<file path="config.mk">
export PLATFORM = sky130hd
export DESIGN_NAME = seq_calc_core
export DESIGN_NICKNAME = d
export VERILOG_FILES = /design/src/rtl/calc_pkg.sv /design/src/rtl/seq_muldiv_unit.sv /design/src/rtl/seq_calc_core.sv
export SDC_FILE = /design/constraint.sdc
export NUM_CORES = 1
export LEC_CHECK = 0
export BUFFER_PORTS_ARGS = -buffer_cell sky130_fd_sc_hd__buf_2
export CAP_MARGIN = 20
export CORE_MARGIN = 5
export CORE_UTILIZATION = 35
export CTS_BUF_LIST = sky130_fd_sc_hd__clkbuf_16
export DETAILED_ROUTE_END_ITERATION = 6
export PLACE_DENSITY = 0.49
export SLEW_MARGIN = 20
export SYNTH_ARGS = -nofsm -noshare
export SYNTH_HDL_FRONTEND = slang
export SYNTH_HIERARCHICAL = 1
export SYNTH_SLANG_ARGS = --single-unit
</file>
<file path="constraint.sdc">
create_clock -name clk -period 4.4 [get_ports clk]
set_input_delay 0.22 -clock clk [delete_from_list [all_inputs] [get_ports clk]]
set_output_delay 0.22 -clock clk [all_outputs]
set_load 0.02 [all_outputs]
</file>
<file path="src/rtl/calc_pkg.sv">
// Shared types and sizing helpers for the sequential calculator core.
package calc_pkg;

    // Operation codes presented on the op input.
    typedef enum logic [2:0] {
        OP_ADD  = 3'd0,
        OP_SUB  = 3'd1,
        OP_MUL  = 3'd2,
        OP_DIV  = 3'd3,
        OP_AND  = 3'd4,
        OP_OR   = 3'd5,
        OP_XOR  = 3'd6,
        OP_PASS = 3'd7
    } op_t;

    // Control FSM states of the core.
    typedef enum logic [1:0] {
        IDLE = 2'd0,
        CALC = 2'd1,
        DONE = 2'd2
    } state_t;

    // Widest operand the core supports; sizes the iteration counter for that case.
    localparam int MAX_WIDTH  = 16;
    localparam int ITER_CNT_W = $clog2(MAX_WIDTH + 1);

    // Iteration counter width for a given operand width.
    function automatic int iter_cnt_width(input int w);
        return $clog2(w + 1);
    endfunction

endpackage

</file>
<file path="src/rtl/seq_muldiv_unit.sv">
// Shared WIDTH-iteration engine: shift-add multiply and restoring divide.
// A start pulse loads the operands; done is asserted during the last
// iteration, with res_hi/res_lo presenting that iteration's outcome so the
// caller can register the final value on the same edge.
module seq_muldiv_unit
    import calc_pkg::*;
#(
    parameter int WIDTH = 8
) (
    input  logic             clk,
    input  logic             rst,
    input  logic             start,
    input  logic             is_div,
    input  logic [WIDTH-1:0] opa,
    input  logic [WIDTH-1:0] opb,
    output logic             done,
    output logic [WIDTH-1:0] res_hi,
    output logic [WIDTH-1:0] res_lo
);

    localparam int CW = iter_cnt_width(WIDTH);

    logic             busy_reg;
    logic             is_div_reg;
    logic [CW-1:0]    cnt_reg;
    // MUL: hi = partial product, lo = multiplier shifting out / product low.
    // DIV: hi = partial remainder, lo = dividend shifting out / quotient in.
    logic [WIDTH-1:0] hi_reg;
    logic [WIDTH-1:0] lo_reg;
    logic [WIDTH-1:0] opnd_reg;   // multiplicand (MUL) or divisor (DIV)

    logic [WIDTH-1:0] hi_next;
    logic [WIDTH-1:0] lo_next;
    logic [WIDTH:0]   add_sum;
    logic [WIDTH:0]   shifted;
    logic [WIDTH:0]   diff;

    // One iteration of either algorithm, computed from the current registers.
    always_comb begin
        hi_next = hi_reg;
        lo_next = lo_reg;
        add_sum = '0;
        shifted = '0;
        diff    = '0;
        if (is_div_reg) begin
            shifted = {hi_reg, lo_reg[WIDTH-1]};
            diff    = shifted - {1'b0, opnd_reg};
            if (shifted >= {1'b0, opnd_reg}) begin
                hi_next = diff[WIDTH-1:0];
                lo_next = {lo_reg[WIDTH-2:0], 1'b1};
            end else begin
                hi_next = shifted[WIDTH-1:0];
                lo_next = {lo_reg[WIDTH-2:0], 1'b0};
            end
        end else begin
            add_sum = {1'b0, hi_reg} + (lo_reg[0] ? {1'b0, opnd_reg} : {(WIDTH+1){1'b0}});
            hi_next = add_sum[WIDTH:1];
            lo_next = {add_sum[0], lo_reg[WIDTH-1:1]};
        end
    end

    assign done   = busy_reg && (cnt_reg == CW'(WIDTH - 1));
    assign res_hi = hi_next;
    assign res_lo = lo_next;

    // Operand load on start, then WIDTH iterations while busy.
    always_ff @(posedge clk) begin
        if (rst) begin
            busy_reg   <= 1'b0;
            is_div_reg <= 1'b0;
            cnt_reg    <= '0;
            hi_reg     <= '0;
            lo_reg     <= '0;
            opnd_reg   <= '0;
        end else if (start) begin
            busy_reg   <= 1'b1;
            is_div_reg <= is_div;
            cnt_reg    <= '0;
            hi_reg     <= '0;
            lo_reg     <= is_div ? opa : opb;
            opnd_reg   <= is_div ? opb : opa;
        end else if (busy_reg) begin
            hi_reg  <= hi_next;
            lo_reg  <= lo_next;
            cnt_reg <= cnt_reg + CW'(1);
            if (done) begin
                busy_reg <= 1'b0;
            end
        end
    end

endmodule

</file>
<file path="src/rtl/seq_calc_core.sv">
// Sequential calculator core: valid/ready request and result handshakes,
// single-cycle ALU ops, multi-cycle MUL/DIV and a chaining accumulator.
module seq_calc_core
    import calc_pkg::*;
#(
    parameter int WIDTH = 8
) (
    input  logic               clk,
    input  logic               rst,
    input  logic               in_valid,
    output logic               in_ready,
    input  logic [2:0]         op,
    input  logic               use_acc,
    input  logic [WIDTH-1:0]   a,
    input  logic [WIDTH-1:0]   b,
    output logic               out_valid,
    input  logic               out_ready,
    output logic [2*WIDTH-1:0] result,
    output logic               carry,
    output logic               zero,
    output logic               div_zero
);

    state_t             state_reg, state_next;
    logic [2*WIDTH-1:0] result_reg, result_next;
    logic               carry_reg, carry_next;
    logic               zero_reg, zero_next;
    logic               div_zero_reg, div_zero_next;
    logic [WIDTH-1:0]   acc_reg, acc_next;

    logic [WIDTH-1:0]   eff_a;
    logic [WIDTH:0]     sum;
    logic [WIDTH:0]     diff;
    logic               md_start;
    logic               md_is_div;
    logic               md_done;
    logic [WIDTH-1:0]   md_hi;
    logic [WIDTH-1:0]   md_lo;

    assign eff_a = use_acc ? acc_reg : a;
    assign sum   = {1'b0, eff_a} + {1'b0, b};
    assign diff  = {1'b0, eff_a} - {1'b0, b};

    seq_muldiv_unit #(
        .WIDTH (WIDTH)
    ) u_muldiv (
        .clk    (clk),
        .rst    (rst),
        .start  (md_start),
        .is_div (md_is_div),
        .opa    (eff_a),
        .opb    (b),
        .done   (md_done),
        .res_hi (md_hi),
        .res_lo (md_lo)
    );

    // Next-state, datapath selection and accumulator update.
    always_comb begin
        state_next    = state_reg;
        result_next   = result_reg;
        carry_next    = carry_reg;
        zero_next     = zero_reg;
        div_zero_next = div_zero_reg;
        acc_next      = acc_reg;
        md_start      = 1'b0;
        md_is_div     = 1'b0;
        unique case (state_reg)
            IDLE: begin
                if (in_valid) begin
                    carry_next    = 1'b0;
                    div_zero_next = 1'b0;
                    state_next    = DONE;
                    unique case (op_t'(op))
                        OP_ADD: begin
                            result_next = {{WIDTH{1'b0}}, sum[WIDTH-1:0]};
                            carry_next  = sum[WIDTH];
                        end
                        OP_SUB: begin
                            // The borrow out of the widened subtract is exactly A < B.
                            result_next = {{WIDTH{1'b0}}, diff[WIDTH-1:0]};
                            carry_next  = diff[WIDTH];
                        end
                        OP_MUL: begin
                            md_start   = 1'b1;
                            state_next = CALC;
                        end
                        OP_DIV: begin
                            if (b == '0) begin
                                result_next   = {eff_a, {WIDTH{1'b1}}};
                                div_zero_next = 1'b1;
                            end else begin
                                md_start   = 1'b1;
                                md_is_div  = 1'b1;
                                state_next = CALC;
                            end
                        end
                        OP_AND:  result_next = {{WIDTH{1'b0}}, eff_a & b};
                        OP_OR:   result_next = {{WIDTH{1'b0}}, eff_a | b};
                        OP_XOR:  result_next = {{WIDTH{1'b0}}, eff_a ^ b};
                        OP_PASS: result_next = {{WIDTH{1'b0}}, b};
                        default: result_next = {{WIDTH{1'b0}}, b};
                    endcase
                end
            end
            CALC: begin
                if (md_done) begin
                    result_next   = {md_hi, md_lo};
                    carry_next    = 1'b0;
                    div_zero_next = 1'b0;
                    state_next    = DONE;
                end
            end
            DONE: begin
                if (out_ready) begin
                    acc_next   = result_reg[WIDTH-1:0];
                    state_next = IDLE;
                end
            end
            default: state_next = IDLE;
        endcase
        // The zero flag is formed only when a new result is loaded, so it stays
        // stable with the result while the consumer stalls.
        if (state_next == DONE && state_reg != DONE) begin
            zero_next = (result_next == '0);
        end
    end

    // State, result/flag and accumulator registers.
    always_ff @(posedge clk) begin
        if (rst) begin
            state_reg    <= IDLE;
            result_reg   <= '0;
            carry_reg    <= 1'b0;
            zero_reg     <= 1'b0;
            div_zero_reg <= 1'b0;
            acc_reg      <= '0;
        end else begin
            state_reg    <= state_next;
            result_reg   <= result_next;
            carry_reg    <= carry_next;
            zero_reg     <= zero_next;
            div_zero_reg <= div_zero_next;
            acc_reg      <= acc_next;
        end
    end

    assign in_ready  = (state_reg == IDLE);
    assign out_valid = (state_reg == DONE);
    assign result    = result_reg;
    assign carry     = carry_reg;
    assign zero      = zero_reg;
    assign div_zero  = div_zero_reg;

endmodule

</file>
* Word level (Yosys, flattened, before mapping)
Index checks and enable logic that the tools add are counted.
Storage, ports and cells: logic and storage cells 85, bits in registers 59, bits of input ports 24, output and inout port bits 21
Cells by class: $add $sub $neg 5, $lt $le $gt $ge 1, bitwise logic cells 3, equal/unequal tests 14, reduce and logical (&&, ||, !) cells 11, mux-type cells 39
Operators by type and width (number):
- $pmux 16 s7 | 1
- $mux 8 | 9
- $mux 16 | 3
- $pmux 16 s2 | 1
- $add 8x8->9 | 2
- $logic_not 16->1 | 1
- $mux 1 | 15
- $eq 3x3->1 const B | 4
- $ge 9x8->1 | 1
- $sub 8x8->9 | 1
- $and 8x8->8 | 1
- $logic_not 8->1 | 1
- $mux 2 | 4
- $or 8x8->8 | 1
- $pmux 1 s2 | 4
- $sub 8x8->8 | 1
- $xor 8x8->8 | 1
- $eq 3x2->1 const B | 2
- $ne 2x2->1 const B | 3
- $pmux 2 s3 | 1
- $add 4x1->4 const B | 1
- $eq 2x2->1 const B | 2
- $eq 4x3->1 const B | 1
- $pmux 2 s2 | 1
- 9 further kinds | 11

* Depth between registers and ports, before layout
Gate-level depths: netlist of the first run.
depth after elaboration 7, depth in mapped cells 16

* By module
The synthesis of the first run kept the hierarchy.
By module, submodules not included:
- seq_calc_core | area each 2852.7 um2, seq. area each 580.6 um2, cells each 368, times used 1
- seq_muldiv_unit | area each 2437.3 um2, seq. area each 600.6 um2, cells each 307, times used 1

* Least setup slack after synthesis of the first run
No wires, ideal clock.
kind input -> register, start input port use_acc, end register zero_reg (netlist: zero), arrival 3.115 ns, cell stages on the path 12, path slack 1.216 ns, library setup time 0.069 ns, path through clkbuf_1 > mux2_2 > ha_1 > fa_1 > nor2_1 > a21oi_1 > a221o_1 > o21ai_0 > nand3_2 > or4_1 > nand4bb_1 > o21ai_1
On the way: longest elaborated chain between the ends 6, elaborated cells between the ends (all ways) 11, those cells by class add/sub (2); mux (5); bitwise (3); reduce/logical (1)
RTL lines:
- from (decl) | RTL line seq_calc_core.sv:13 | input logic use_acc,
- $mux 8 * | RTL line seq_calc_core.sv:40 | assign eff_a = use_acc ? acc_reg : a;
- via eff_a[0] | RTL line seq_calc_core.sv:31 | logic [WIDTH-1:0] eff_a;
- $sub 8x8->9 (tied with other cells) | RTL line seq_calc_core.sv:42 | assign diff = {1'b0, eff_a} - {1'b0, b};
- $pmux 16 s7 * | RTL line seq_calc_core.sv:74 | unique case (op_t'(op))
- $mux 16 * | RTL line seq_calc_core.sv:70 | if (in_valid) begin
- $pmux 16 s2 * | RTL line seq_calc_core.sv:68 | unique case (state_reg)
- $logic_not 16->1 * | RTL line seq_calc_core.sv:125 | zero_next = (result_next == '0);
- to (signal assigned) | RTL line seq_calc_core.sv:142 | zero_reg <= zero_next;
- to (decl) | RTL line seq_calc_core.sv:27 | logic zero_reg, zero_next;
Mark *: on every way through the listed nets, which the timed path passes. The rest lies on a longest branch. A chain may end at the register's enable or synchronous reset.

* Worst setup path after layout of the first run
start register u_muldiv.opnd_reg[6], end register zero_reg (netlist: zero)
On the way: longest elaborated chain between the ends 6, elaborated cells between the ends (all ways) 11, those cells by class add/sub (2); order compare (1); mux (7); reduce/logical (1)
RTL lines:
- from (decl) | RTL line seq_muldiv_unit.sv:30 | logic [WIDTH-1:0] opnd_reg;
- from (signal assigned) | RTL line seq_muldiv_unit.sv:81 | opnd_reg <= is_div ? opb : opa;
- $ge 9x8->1 | RTL line seq_muldiv_unit.sv:48 | if (shifted >= {1'b0, opnd_reg}) begin
- $mux 8 | RTL line seq_muldiv_unit.sv:48
- $mux 8 | RTL line seq_muldiv_unit.sv:45 | if (is_div_reg) begin
- via md_hi[3] | RTL line seq_calc_core.sv:37 | logic [WIDTH-1:0] md_hi;
- $mux 16 | RTL line seq_calc_core.sv:107 | if (md_done) begin
- $pmux 16 s2 | RTL line seq_calc_core.sv:68
- $logic_not 16->1 | RTL line seq_calc_core.sv:125
The timed path passes the listed nets, and every way through them passes these cells.

==> impl_metrics.tcl, run 1 <==
set metrics [dict create \
    avgViaCountPerCell 5.65 \
    powerDensity_nw_per_um2 310 \
    detail-route-antenna-nets 0 \
    cpLargestDelayFamily "compound AO/OA/AOI/OAI gates" \
    remaining_drc_errors 0 \
    path_cells "inv_1 > ha_1 > a21o_1 > a211oi_4 > a211oi_1 > o31a_1 > a22oi_1 > nor2b_1 > a221oi_1 > nand2_1 > or4_1 > nand4bb_1 > o21ai_1" \
    cp_num_buf_inv 1 \
    crit_type "flip-flop to flip-flop" \
    synth_area_sq_um 5290 \
    ys.flop_type "dfxtp_1" \
    ir_drop_mv 0.190 \
    critPathMaxStageDelay_ns 0.52 \
    wl_per_cell_um 19.8 \
    largest_reg_flops 16 \
    post-route-min-period_ns 3.61 \
    hold_viol_final 0 \
    synthArstFlopShare_pct 0 \
    grt_util_all_layers_pct 19.7 \
    synth_edf_count 0 \
    synth_nets 746 \
    postCtsSetupRepairBufs 0 \
    synthCells 675 \
    grt_pass1_vias 4995 \
    die_area_sq_um 17700 \
    start_kind "flip-flop" \
    finClkSkew_ns 0.00890 \
    clock_path_buffers 2 \
    synth.top_cell.area_share_pct 22.3 \
    maxCapViolCount 0 \
    use_met2_pct 33.9 \
    place_congestion 0.878 \
    rsz0062_at_grt "no" \
    rows 45 \
    syn2layout_area_growth_pct 12.6 \
    max_slew.worst_pin.slew_ns 0.967 \
    cts_buffers 9 \
    yosys.area.top_type "dfxtp_1" \
    clock-sinks 59 \
    die_w_um 133 \
    yosys-top-cells-count "nor2_1, dfxtp_1, a21oi_1" \
    period_share_pct 82.0 \
    clkSlewWorstSetupHoldPaths_ns 0.06 \
    fin_area_sq_um 5960 \
    vias 5032 \
    yosys_warnings 6 \
    die_h_um 133 \
    cp-end-kind "flip-flop" \
    dr.pass1.iters 5 \
    finalSetupViolations 0 \
    hold_buffers 0 \
    drt_iter0_markers 281 \
    ys_top_cells_by_area "dfxtp_1, ha_1, nor2_1" \
    grt-ovfl-total 0 \
    slew_violations 0 \
    drive_above_1_share_pct 15.2 \
    start_util_pct 35.2 \
    cp_data_required_time_ns 4.66 \
    grt_antenna_before_repair 0 \
    grt_util_met3_pct 2.81 \
    synth_area_per_cell_sq_um 7.84 \
    dp_hpwl_mm 13.5 \
    gr-max-usage-layer "met2" \
    timing.reg2reg.setup_slack_ns 0.79 \
    grt_max_degree 52 \
    io_buffers 44 \
    antenna_cells 0 \
    drt_wl_total_mm 17.6 \
    ys_seq_area_share_pct 22.3 \
    htreeDepth 3 \
    arrival_ns 3.87 \
    fmax_mhz 277 \
    power_mw 1.85 \
    cts_root_buffer "clkbuf_16" \
    ios 45 \
    crit_slowest_cell "a211oi_4" \
    outcome "finished, final reports clean" \
    cts-resized-gates 0 \
    cp_max_fo 8 \
    timing.slew.headroom_pct 35.6 \
    core_sq_um 15000 \
    cts_tree "done" \
    ys_types 80 \
    met1_usage_pct 25.6 \
    power_leakage_nw 2.47 \
    final_nets 768 \
    synthMostInstantiatedCell "nor2_1" \
    hold_path_class "input pin to flip-flop" \
    placed_area_sq_um 5630 \
    grt_pass1_wl_mm 27.6 \
    fin_tns_setup_ns 0 \
    insertion_delay_ns 0.33 \
    ys_seq_elements 59 \
]
## path summary, 6_finish.rpt
path                 to                 start  cells after the start
min reg2reg  result[15]            result[15]                      2
min          acc_reg[3]             out_ready                      3
max                zero  u_muldiv/opnd_reg[6]                     13
max reg2reg        zero  u_muldiv/opnd_reg[6]                     13
## worst reg2reg max path: cells and delay by family, from the launching register on
| family | cells | cell delay (ns) |
|---|---|---|
| AOI/OAI and AO/OA | 7 | 1.89 |
| buffers and inverters | 1 | 0.08 |
| and+or+nand+nor | 4 | 0.87 |
| DFF | 1 | 0.38 |
| adders and majority gates | 1 | 0.34 |
## layer usage
| metal | wire length (um) | up-vias |
|---|---|---|
| li1 | - | 2485 |
| met1 | 7930 | 2396 |
| met2 | 8550 | 129 |
| met3 | 746 | 22 |
| met4 | 381 | 0 |
| met5 | 0 | - |
## where the power goes
part / switching (mW) / internal, mW / total (mW)
sequential: 0.0286 / 0.558 / 0.587
clock: 0.268 / 0.499 / 0.768
combinational: 0.306 / 0.187 / 0.492
total: 0.602 / 1.24 / 1.85
## layout make-up
type                    instances  area, sq um
clock buffers                   9          225
flip-flops and latches         59         1180
multi-input cells             536         3800
clock inverters                 7          100
inverters                      41          154
fillers                      1544         9080
well taps                     188          235
repair buffers                 50          265
## layout by cell type (no fill, tap or decap), types with 4 or more instances in the layout
cell type and n:
nor2_1 74, fa_1 4, a31oi_1 5, a211oi_1 19, ha_1 43, xor2_1 6
a22oi_1 10, a21oi_1 53, nor3_1 13, clkbuf_16 9, nor3b_1 6, buf_2 44
a21o_1 6, mux2i_1 18, or3_1 11, and2_1 11, a221oi_1 7, inv_1 41
nand2_1 49, nor2b_1 15, o21ai_0 23, dfxtp_1 59, o21bai_1 6, o31ai_1 7
o21a_1 9, nand3_1 17, and3_1 4, mux2_2 22, xnor2_1 8, o21ai_1 4
o221ai_1 4, buf_4 6, o211ai_1 5, nand2b_1 10
## cells by family after synthesis
logic type,Yosys count,share of synthesized area [%]
AOI/OAI and AO/OA,192,24.8
xor gates and xnor gates,14,2.32
adders and majority gates,47,11.7
buffers and inverters,80,6.08
DFF,59,22.3
muxes,43,9.44
and+or+nand+nor,240,23.3
## stage by stage
| stage | hold WS [ns] | utilization [%] | setup slack, ns | cells |
|---|---|---|---|---|
| 4_1_cts | 0.249 | 39.6 | 0.820 | 890 |
| 3_3_place_gp | 0.439 | 37.5 | 0.855 | 874 |
| 2_1_floorplan | 0.428 | - | 1.22 | 675 |
| 5_1_grt | 0.262 | 39.6 | 0.562 | 890 |
| 3_5_place_dp | 0.451 | 37.5 | 0.848 | 874 |
| 6_report | 0.257 | 39.6 | 0.790 | 890 |
(Power assumes the default switching activity.)
==> inputs of run 2 (changes only) <==
Settings changed: ABC_AREA set to 1.
Clock period 4.4 ns to 3.6 ns, I/O delays scaled along.
==> run 2 against run 1 <==
Compared with the run above:
- combinational power up 51%
- routed wire length up 4.0%
- sequential power up 24%
- clock skew down 0.0040 ns
- setup slack better by 0.0016 ns
- critical path type unchanged
- worst hold slack worse by 0.043 ns
- flip-flop and latch count unchanged
- power up 23%
- largest power group unchanged
- via count up 12%
- fmax up 29%
- largest cell class unchanged
- critical path depth up 3
==> impl_metrics.tcl, run 2 <==
set metrics [dict create \
    power_mw 2.26 \
    critPathMaxStageDelay_ns 0.40 \
    hold_path_class "input pin to flip-flop" \
    rows 45 \
    cts_buffers 9 \
    core_sq_um 15200 \
    power_frac_comb_pct 32.8 \
    syn2layout_area_growth_pct 12.0 \
    cp-end-kind "flip-flop" \
    arrival_ns 3.08 \
    start_kind "flip-flop" \
    rsz0062_at_grt "no" \
    crit_type "flip-flop to flip-flop" \
    synthArstFlopShare_pct 0 \
    ys_seq_elements 59 \
    antenna_cells 0 \
    cpLargestDelayFamily "compound AO/OA/AOI/OAI gates" \
    period_share_pct 78.0 \
    p_sw_share_pct 38.6 \
    postCtsSetupRepairBufs 0 \
    grt-ovfl-total 0 \
    ys_top_cells_by_area "dfxtp_1, nand2_1, ha_1" \
    cts_tree "done" \
    synth_nets 938 \
    final_nets 976 \
    start_util_pct 35.6 \
    grt_util_all_layers_pct 20.4 \
    yosys-top-cells-count "nand2_1, inv_1, nand3_1" \
    multi_input_area_sq_um 3560 \
    final_cell_mix "nand2_1, inv_1, nand3_1" \
    register_area_sq_um 1180 \
    fin_tns_setup_ns 0 \
    timing.slew.headroom_pct 41.4 \
    max_slew.worst_pin.slew_ns 0.872 \
    synth_edf_count 0 \
    synth.top_cell.area_share_pct 21.8 \
    ys_types 49 \
    io_buffers 44 \
    cp_num_buf_inv 2 \
    yosys_warnings 6 \
    drive_above_1_share_pct 12.1 \
    grt_antenna_before_repair 0 \
    slew_violations 0 \
    dr.pass1.iters 5 \
    wl_per_cell_um 16.7 \
    power_leakage_nw 3.16 \
    finClkSkew_ns 0.00491 \
    drt_wl_total_mm 18.3 \
    p_int_mw 1.39 \
    ios 45 \
    ys.flop_type "dfxtp_1" \
    synth_area_per_cell_sq_um 6.24 \
    remaining_drc_errors 0 \
    fin_cells 1098 \
    clkSlewWorstSetupHoldPaths_ns 0.05 \
    fin_area_sq_um 6060 \
    placed_cells 1082 \
    ir_drop_mv 0.236 \
    crit_slowest_cell "fa_1" \
    final_common_cell "nand2_1" \
    place_congestion 0.915 \
    nFillCells 1674 \
    cts_root_buffer "clkbuf_16" \
    synthMostInstantiatedCell "nand2_1" \
    fmax_mhz 356 \
    insertion_delay_ns 0.34 \
    synthCells 867 \
    powerDensity_nw_per_um2 373 \
    finalSetupViolations 0 \
    cpMostUsedCell "nand3_1" \
    cp_data_required_time_ns 3.87 \
    ys_seq_area_share_pct 21.8 \
    die_w_um 134 \
    grt_max_degree 32 \
    vias 5611 \
    drt_iter0_markers 504 \
    p_seq_share_pct 32.2 \
    synth_area_sq_um 5410 \
    grt_pass1_wl_mm 28.6 \
    fin_util_pct 39.9 \
    hold_viol_final 0 \
    dp_hpwl_mm 14.5 \
    path_cells "inv_1 > nand2_1 > o21a_1 > inv_1 > ha_1 > fa_1 > o21ai_0 > nand3_1 > a21o_1 > nand3_1 > nand3_1 > nand2_1 > nand3_1 > nor2_1 > nand4_1 > a21oi_1" \
    cts-resized-gates 0 \
    clock_power_share_pct 35.0 \
    largest_reg_flops 16 \
    clock-sinks 59 \
    avgViaCountPerCell 5.11 \
    die_h_um 134 \
    yosys.area.top_type "dfxtp_1" \
    clock_path_buffers 2 \
    detail-route-antenna-nets 0 \
    grt_pass1_vias 5092 \
    cp_max_fo 5 \
    die_area_sq_um 18000 \
    hold_buffers 0 \
    placed_area_sq_um 5790 \
    htreeDepth 3 \
    outcome "finished, final reports clean" \
    power.switching_mw 0.873 \
    post-route-min-period_ns 2.81 \
    maxCapViolCount 0 \
]
run 2: layer usage:
layer / routed length (um) / vias up / global-route usage (%) / share of wire [%]
met2: 7690 / 163 / 28.9 / 42
met5: 0 / - / 0 / 0
met3: 974 / 15 / 3.60 / 5.3
met4: 246 / 0 / 5.77 / 1.3
met1: 9410 / 2521 / 31.3 / 51
li1: - / 2912 / - / -
run 2: kinds of logic after synthesis:
kind of cell | Yosys count | synth area share (%)
and+or+nand+nor | 418 | 35.8
buffers and inverters | 167 | 12.4
xor gates and xnor gates | 6 | 0.971
DFF | 59 | 21.8
adders and majority gates | 47 | 11.4
muxes | 1 | 0.208
AOI/OAI and AO/OA | 169 | 17.3
run 2: power groups by stage:
| stage | clock network, mW | logic (mW) | registers [mW] |
|---|---|---|---|
| global placement | 0 | 0.744 | 0.742 |
| CTS | 0.812 | 0.740 | 0.727 |
| detailed placement | 0 | 0.737 | 0.741 |
| global route | 0.842 | 0.834 | 0.732 |
| floorplan | 0 | 0.544 | 0.735 |
| finish | 0.791 | 0.743 | 0.729 |
run 2: through the flow:
step / setup WS, ns / hold slack, ns
floorplan: 1.20 / 0.358
global placement: 0.728 / 0.451
detailed placement: 0.641 / 0.453
CTS: 0.794 / 0.207
global route: 0.532 / 0.235
finish: 0.791 / 0.215
run 2: tightest hold or removal path, cell delays in order:
cell and delay, ns:
buf_2 0.11, nor2_1 0.10, nand2_1 0.08, nor2_1 0.04
run 2: final timing paths:
path	from	to	slack, ns	cells after the start
max	acc_reg[0]	zero	0.79	16
min	rst	u_muldiv/cnt_reg[3]	0.21	4
max reg2reg	acc_reg[0]	zero	0.79	16
min reg2reg	acc_reg[0]	acc_reg[0]	0.46	2
run 2: cell type report:
type | instances | area share [%]
repair buffers | 52 | 4.63
well taps | 188 | 3.88
inverters | 142 | 8.84
clock inverters | 7 | 0.743
multi-input cells | 641 | 58.7
flip-flops and latches | 59 | 19.5
clock buffers | 9 | 3.72
==> inputs of run 3 (changes only) <==
Settings changed: ABC_AREA 1 to 0, PLACE_DENSITY 0.49 to 0.51.
Clock period 3.6 ns to 2.3 ns, I/O delays scaled along.
==> run 3 against run 2 <==
Compared with the run above:
- the flow now finishes with violations (setup timing)
- setup slack worse by 1.7 ns
- non-clock buffer count is 191 higher
- worst hold slack worse by 0.083 ns
- largest power group is now combinational logic
- power is 76% higher
- routed wire length is 12% higher
- die area is 2.1% lower
- highest routed layer unchanged
==> impl_metrics.tcl, run 3 (synthesis gave the netlist of run 1 again) <==
set metrics [dict create \
    powerDensity_nw_per_um2 481 \
    largest_reg_flops 16 \
    timing.slew.headroom_pct 56.8 \
    ios 45 \
    clock_power_share_pct 33.1 \
    fmax_mhz 312 \
    holdWs_ns 0.132 \
    cts_tree "done" \
    cts_buffers 9 \
    place_congestion 0.947 \
    final_nets 961 \
    power.switching_mw 1.42 \
    drt_iter0_markers 342 \
    remaining_drc_errors 0 \
    antenna_cells 0 \
    die_w_um 133 \
    clock_path_buffers 2 \
    power_leakage_nw 3.52 \
    detail-route-antenna-nets 0 \
    p_int_mw 2.55 \
    start_kind "flip-flop" \
    clock-sinks 59 \
    power_frac_comb_pct 38.7 \
    cp_data_required_time_ns 2.58 \
    io_buffers 44 \
    hold_path_class "input pin to flip-flop" \
    fin_tns_setup_ns -4.67 \
    grt_antenna_before_repair 0 \
    grt_pass1_vias 6127 \
    die_area_sq_um 17700 \
    avgViaCountPerCell 5.48 \
    hold_viol_final 0 \
    drt_wl_total_mm 20.6 \
    insertion_delay_ns 0.34 \
    core_sq_um 15000 \
    rows 45 \
    finalSetupViolations 16 \
    final_common_cell "buf_4" \
    ir_drop_mv 0.350 \
    maxCapViolCount 0 \
    drive_above_1_share_pct 47.9 \
    post-route-min-period_ns 3.21 \
    vias 5938 \
    grt_util_all_layers_pct 22.9 \
    cp_max_fo 5 \
    grt_pass1_wl_mm 32.2 \
    htreeDepth 3 \
    p_seq_share_pct 28.2 \
    clkSlewWorstSetupHoldPaths_ns 0.06 \
    dr.pass1.iters 5 \
    rsz0062_at_grt "yes" \
    grt_max_degree 25 \
    p_sw_share_pct 35.8 \
    outcome "finished, violations left" \
    crit_type "flip-flop to flip-flop" \
    cp-end-kind "flip-flop" \
    syn2layout_area_growth_pct 56.1 \
    period_share_pct 140 \
    slew_violations 0 \
    die_h_um 133 \
    final_cell_mix "buf_4, nor2_1, nand2_1" \
    wl_per_cell_um 19.0 \
    arrival_ns 3.48 \
    finClkSkew_ns 0.00742 \
    dp_hpwl_mm 15.4 \
    grt-ovfl-total 0 \
    violations "setup timing" \
    cts_root_buffer "clkbuf_16" \
    worst_slack_ns -0.909 \
    start_util_pct 35.2 \
    max_slew.worst_pin.slew_ns 0.647 \
]
-- run 3: cell count changes in the layout (fill, tap and decap cells not counted), sizes merged, moves of 11 or more --
| cell | before | now |
|---|---|---|
| nand2 | 215 | 50 |
| nor2b | 0 | 15 |
| o21ai | 60 | 28 |
| or3 | 0 | 11 |
| a211oi | 0 | 20 |
| a21oi | 69 | 54 |
| nand3 | 94 | 18 |
| mux2 | 1 | 22 |
| mux2i | 0 | 18 |
| buf | 52 | 243 |
| inv | 138 | 44 |
| and2 | 1 | 13 |
-- run 3: layout make-up --
class,count,area (sq um)
multi-input cells,536,4580
fillers,1380,6780
repair buffers,243,1800
inverters,41,156
clock inverters,7,60.1
well taps,188,235
clock buffers,9,225
flip-flops and latches,59,1200
-- run 3: through the flow --
step | area, sq um | power, mW | util [%] | setup slack (ns) | instances
final | 8260 | 3.98 | 54.9 | -0.909 | 1083
after global routing | 8260 | 4.16 | 54.9 | -1.04 | 1083
after CTS | 7960 | 3.87 | 52.9 | -0.810 | 1082
after detailed placement | 7030 | 2.38 | 46.7 | -0.934 | 1041
after global placement | 7030 | 2.37 | 46.7 | -0.833 | 1041
after floorplan | 5470 | 1.83 | - | -0.559 | 675
-- run 3: routing by layer --
| metal | up-vias | wire length (um) | part of all wire (%) | track usage, % |
|---|---|---|---|---|
| met5 | - | 0 | 0 | 0 |
| met4 | 0 | 704 | 3.4 | 8.49 |
| met3 | 47 | 906 | 4.4 | 4.22 |
| met2 | 177 | 10400 | 50 | 40.7 |
| met1 | 2845 | 8600 | 42 | 27.4 |
| li1 | 2869 | - | - | - |
-- run 3: critical path: stages, from the launching register on --
cell       delay (ns)
dfxtp_2          0.33
inv_2            0.04
ha_4             0.24
nor2_2           0.17
a21oi_4          0.05
o21a_2           0.25
or3_1            0.34
o211ai_1         0.15
nand2_1          0.15
a22oi_1          0.18
nor2b_1          0.08
a221oi_2         0.22
nand2_1          0.10
or4_1            0.52
nand4bb_1        0.20
o21ai_1          0.12
-- run 3: repair_timing --
item / 4_1_cts / 5_1_grt
pin swaps: 46 / 42
buffers inserted: 28 / 12
endpoints found under the setup margin: 17 / 19
resized for setup: 106 / 58
hold buffers: 0 / 0
-- run 3: worst paths after layout --
path / start / endpoint / slack, ns / cells past startpoint
setup reg to reg: u_muldiv/opnd_reg[2] / zero / -0.91 / 15
hold / removal: out_ready / acc_reg[7] / 0.13 / 3
setup / recovery: u_muldiv/opnd_reg[2] / zero / -0.91 / 15
hold reg to reg: result[14] / result[14] / 0.45 / 2
-- run 3: power by group through the flow --
stage / registers [mW] / clock network [mW] / logic [mW]
detailed placement: 1.14 / 0 / 1.24
global route: 1.13 / 1.39 / 1.65
finish: 1.12 / 1.31 / 1.54
floorplan: 1.14 / 0 / 0.696
global placement: 1.14 / 0 / 1.23
CTS: 1.12 / 1.33 / 1.42
